[src/rtl/ahb_mem_slave.sv]
// ahb_mem_slave: AHB-Lite word memory slave with configurable wait states,
// byte-lane writes and two-cycle ERROR responses for bad address phases.
module ahb_mem_slave #(
    parameter int ADDR_WIDTH  = 16,
    parameter int DATA_WIDTH  = 32,
    parameter int MEM_DEPTH   = 64,
    parameter int WAIT_CYCLES = 0
) (
    input  logic                  hclk,
    input  logic                  hreset,
    input  logic                  hsel,
    input  logic [ADDR_WIDTH-1:0] haddr,
    input  logic [1:0]            htrans,
    input  logic                  hwrite,
    input  logic [2:0]            hsize,
    input  logic [2:0]            hburst,
    input  logic [3:0]            hwstrb,
    input  logic [DATA_WIDTH-1:0] hwdata,
    input  logic                  hready,
    output logic                  hreadyout,
    output logic                  hresp,
    output logic [DATA_WIDTH-1:0] hrdata
);
    localparam logic [2:0] IDLE = 3'd0, WAIT = 3'd1, DATA = 3'd2, ERR1 = 3'd3, ERR2 = 3'd4;
    localparam int AW = $clog2(MEM_DEPTH);
    localparam logic [ADDR_WIDTH:0] LIMIT = (ADDR_WIDTH + 1)'(MEM_DEPTH * 4);
    logic [2:0] state, next, launch;
    logic [1:0] wcnt;
    logic [AW+1:0] a_addr;
    logic a_write;
    logic [2:0] a_size;
    logic [DATA_WIDTH-1:0] mem [MEM_DEPTH];
    logic accept, bad;
    logic [3:0] lanes, be;
    logic [AW-1:0] widx;
    logic unused;
    assign unused = ^{hburst, htrans[0]};
    assign hreadyout = state != WAIT && state != ERR1;
    assign hresp = state == ERR1 || state == ERR2;
    // Only sample a new address phase while our own data phase is not stalling.
    assign accept = hsel && hready && htrans[1] && hreadyout;
    assign bad = {1'b0, haddr} >= LIMIT || hsize > 3'd2 || (hsize == 3'd1 && haddr[0])
                 || (hsize == 3'd2 && haddr[1:0] != 2'b00);
    assign launch = bad ? ERR1 : (WAIT_CYCLES > 0 ? WAIT : DATA);
    assign next = state == WAIT ? (wcnt == 2'd0 ? DATA : WAIT) : state == ERR1 ? ERR2 : accept ? launch : IDLE;
    assign widx = a_addr[AW+1:2];
    assign lanes = a_size == 3'd0 ? 4'b0001 << a_addr[1:0] : a_size == 3'd1 ? 4'b0011 << a_addr[1:0] : 4'b1111;
    assign be = lanes & hwstrb;
    assign hrdata = (state == WAIT || state == DATA) ? mem[widx] : '0;
    always_ff @(posedge hclk) begin
        if (hreset) begin
            state <= IDLE;
            wcnt <= 2'd0;
        end else begin
            state <= next;
            wcnt <= (accept && !bad) ? 2'(WAIT_CYCLES - 1) : (state == WAIT && wcnt != 2'd0) ? wcnt - 2'd1 : wcnt;
        end
        if (!hreset && accept) begin
            a_addr <= haddr[AW+1:0];
            a_write <= hwrite;
            a_size <= hsize;
        end
    end
    // DATA is only ever reached by valid transfers, so this never commits errored writes.
    always_ff @(posedge hclk) begin
        if (!hreset && state == DATA && a_write)
            for (int i = 0; i < 4; i++)
                if (be[i]) mem[widx][8*i +: 8] <= hwdata[8*i +: 8];
    end
endmodule

[config.mk]
export PLATFORM = sky130hd
export DESIGN_NAME = ahb_mem_slave
export DESIGN_NICKNAME = d
export VERILOG_FILES = /design/src/rtl/ahb_mem_slave.sv
export SDC_FILE = /design/constraint.sdc
export NUM_CORES = 2
export LEC_CHECK = 0
export CORE_UTILIZATION = 50
export CTS_CLUSTER_DIAMETER = 200
export DETAILED_ROUTE_END_ITERATION = 10
export PLACE_DENSITY = 0.75
export SLEW_MARGIN = 20
export SYNTH_ARGS = -nofsm -noshare
export SYNTH_HDL_FRONTEND = slang
export SYNTH_SLANG_ARGS = --single-unit
[constraint.sdc]
create_clock -name hclk -period 2.85 [get_ports hclk]
set_input_delay 0.4275 -clock hclk [delete_from_list [all_inputs] [get_ports hclk]]
set_output_delay 0.4275 -clock hclk [all_outputs]
set_load 0.02 [all_outputs]
==> results by group <==
Hold path
  – HP Class: primary input to flip-flop

Synthesis
  – Synth async-reset ratio: 0%
  – Post-synthesis sequential area ratio: 77.2%
  – Mapped Cells: 3612
  – Post-Synthesis Net Count: 3682
  – Top_reg_cell synth: edfxtp_1
  – Synthesized flop and latch total: 2071
  – Cell Area, Synth: 0.0804 mm2
  – Yosys cell types: 54
  – Synth Warn #: 0
  – Mean Syn Cell Area: around 22 um2
  – Post-synth EDFFs: about 2100

Clocking
  – CTS tree: done
  – Root Driver: clkbuf_16
  – Longest Clk Path Bufs: 3
  – CTS clk-pin slew, worst paths: 0.06 ns
  – Clock sink count: ~2100
  – Total CTS buffers: between 150 and 200
  – Worst-Skew Late Latency: 0.86 ns
  – Max H-tree Level: 4

Drt
  – Final WL: 227 mm
  – Detailed Routing Iterations Pass 1: 6
  – Post-route ant nets: 0
  – Initial detailed-routing violation count: 7069
  – Via count: 43667
  – WL per Instance: between 30 and 40 um
  – Residual DRC: 0
  – Vias per cell: 6.46

Critical path
  – CP peak stage delay: 0.57 ns
  – Arr. time, crit path: ~3.5 ns
  – Slowest-stage cell, CP: mux4_2
  – Setup crit start kind: flip-flop
  – Crit path capture type: output port
  – Critical path type: flip-flop to output port
  – Cell Chain, Critical Path: buf_12 > buf_8 > buf_12 > mux4_2 > mux4_2 > a22o_4 > a21o_1 > buf_6
  – Critical Path RT: about 2.4 ns
  – Worst Path Max Fanout: 7

Die
  – Die X: 403 um
  – Starting Density: 50.6%
  – FP Rows: 146
  – Core area: approximately 0.16 mm2
  – Boundary pin count: 99
  – Chip height: 403 um
  – Die area: 0.162 mm2

Placed design
  – Dpl hpwl: 138 mm
  – Placed cell count: ~6200
  – GPL Wtd Cong: 0.946
  – Number of port buffers: 94
  – Place WS: -0.888 ns

Timing
  – Tcrit/Tclk final: 136%
  – Slew HR: 23.6%
  – Hold Fails Final Rpt: 0
  – Clock skew: 0.0491 ns
  – Fmax: 258 MHz
  – Unrepaired setup endpoints after global routing: true
  – Setup ws final: -1.03 ns
  – Max-slew violations: 0
  – Worst Max-Slew Pin Slew: 1.15 ns
  – Fin Hold WS: 0.0754 ns
  – Final Critical Period: 3.88 ns
  – Setup Viol. Count Final: 32

Pwr
  – Power Dens Cells: 627 mW/mm2
  – Peak supply drop: 670 uV
  – Cell leakage power: around 0.032 uW

Flow run
  – Max Cap Viol: 0

Layout
  – Most frequent cells in the layout: 2060 x edfxtp_1, 636 x buf_4, 571 x mux4_2
  – Layout cells sized above 1: about 40%
  – Nets: 4580
  – Cell Count, Final, Fillers Out: 6756
  – Most common cell after layout, fill and taps aside: edfxtp_1
  – Area grow syn2layout: 21.8%
  – Core Util, Final: 61.6%

GRT
  – GRT overflow: 0
  – First-pass GRT wire length: 317 mm
  – Vias in the first global route: 43235
  – Largest net degree at the start of global routing: 65
  – Initial antenna violation count: 15
  – Aggregate global-route resource usage: 27.9%

Run status
  – Outcome: finished, violations left
  – Failing checks: setup timing
[per-layer routing]
layer,vias to the layer above,part of all wire (%),GRT usage (%)
met5,-,0.074,0
met4,24,5.4,12.9
met3,650,14,9.25
met2,3441,47,42.7
met1,22569,34,36.3
li1,16983,-,-
[kinds of logic after synthesis]
| logic type | after synthesis | share of synthesized area (%) |
|---|---|---|
| adder cells (fa/ha/maj) | 5 | 0.0778 |
| buffers and inverters | 206 | 1.30 |
| AND/OR/NAND/NOR | 489 | 2.53 |
| XOR/XNOR | 3 | 0.0327 |
| AO/OA/AOI/OAI | 137 | 1.18 |
| flip-flops | 2071 | 77.2 |
| multiplexers | 701 | 17.7 |
[sequential cells by signal, indices dropped and copies added (netlist names), named ones only]
name and cells:
a_addr 8, a_size 3, a_write 1, mem 2048, state 3, wcnt 2
[metrics by stage]
step           TNS (ns)  cell area, um2  total power [uW]
4_1_cts          -31.78           97700             61500
6_report         -30.11           97900             61400
3_5_place_dp     -20.05           88700             36400
2_1_floorplan         0           80400             35100
3_3_place_gp     -19.10           88700             36300
5_1_grt          -31.86           97900             62700
[final cells by class]
cell class | count | area, um2
antenna | 11 | 27.5
tap | 2072 | 2590
clock inverter | 124 | 1000
multi-input combinational | 1335 | 18200
clock buffer | 240 | 5150
sequential | 2071 | 62100
inverter | 7 | 26.3
fill | 10226 | 61000
timing repair buffer | 896 | 8840
[final timing paths]
kind	cells after the start	slack [ns]	startpoint	endpoint
worst max-delay path	8	-1.03	flip-flop	hrdata[14]
worst min register to register	2	0.56	wcnt[1]	wcnt[1]
worst max register to register	5	0.18	a_addr[6]	mem[32][27]
worst min-delay path	1	0.08	hwdata[3]	mem[11][3]
[cell usage after synthesis, types with 9 or more instances]
library cell  count  area [um2]
nor2_1          287        1080
nor2b_1          15        93.8
nand3_1          30         150
nor3_1           16        80.1
buf_1            16        60.1
a22oi_1          34         255
nand2b_1         10        62.6
dfxtp_1          11         220
mux2_2           30         338
o22ai_1           9        56.3
mux2i_1         100        1000
mux4_2          571       12900
buf_2            63         315
edfxtp_1       2060       61900
nand2_1         108         405
buf_6            10         113
a21oi_1          19        95.1
o21ai_0          15        75.1
buf_4            31         233
clkbuf_1         78         293
[critical path, delay by kind of cell (launching register included)]
family	cells	cell delay, ns
buf+inv	4	0.56
compound gates	2	0.49
mux	2	1.13
flops	1	0.38
[power breakdown]
part / total, uW / switching [uW] / leakage, uW / internal (uW)
Combinational: 2670 / 1520 / 0.0104 / 1150
Sequential: 33500 / 16.7 / 0.0186 / 33500
Clock: 25300 / 11500 / 0.00300 / 13700
[what timing repair did]
action,4_1_cts,5_1_grt
pin swaps,53,46
hold buffers,3,2
hold endpoints to repair,33,17
setup buffers,107,29
cloned,22,3
resized for setup,378,71
endpoints found under the setup margin,34,32
(Power assumes the default switching activity.)
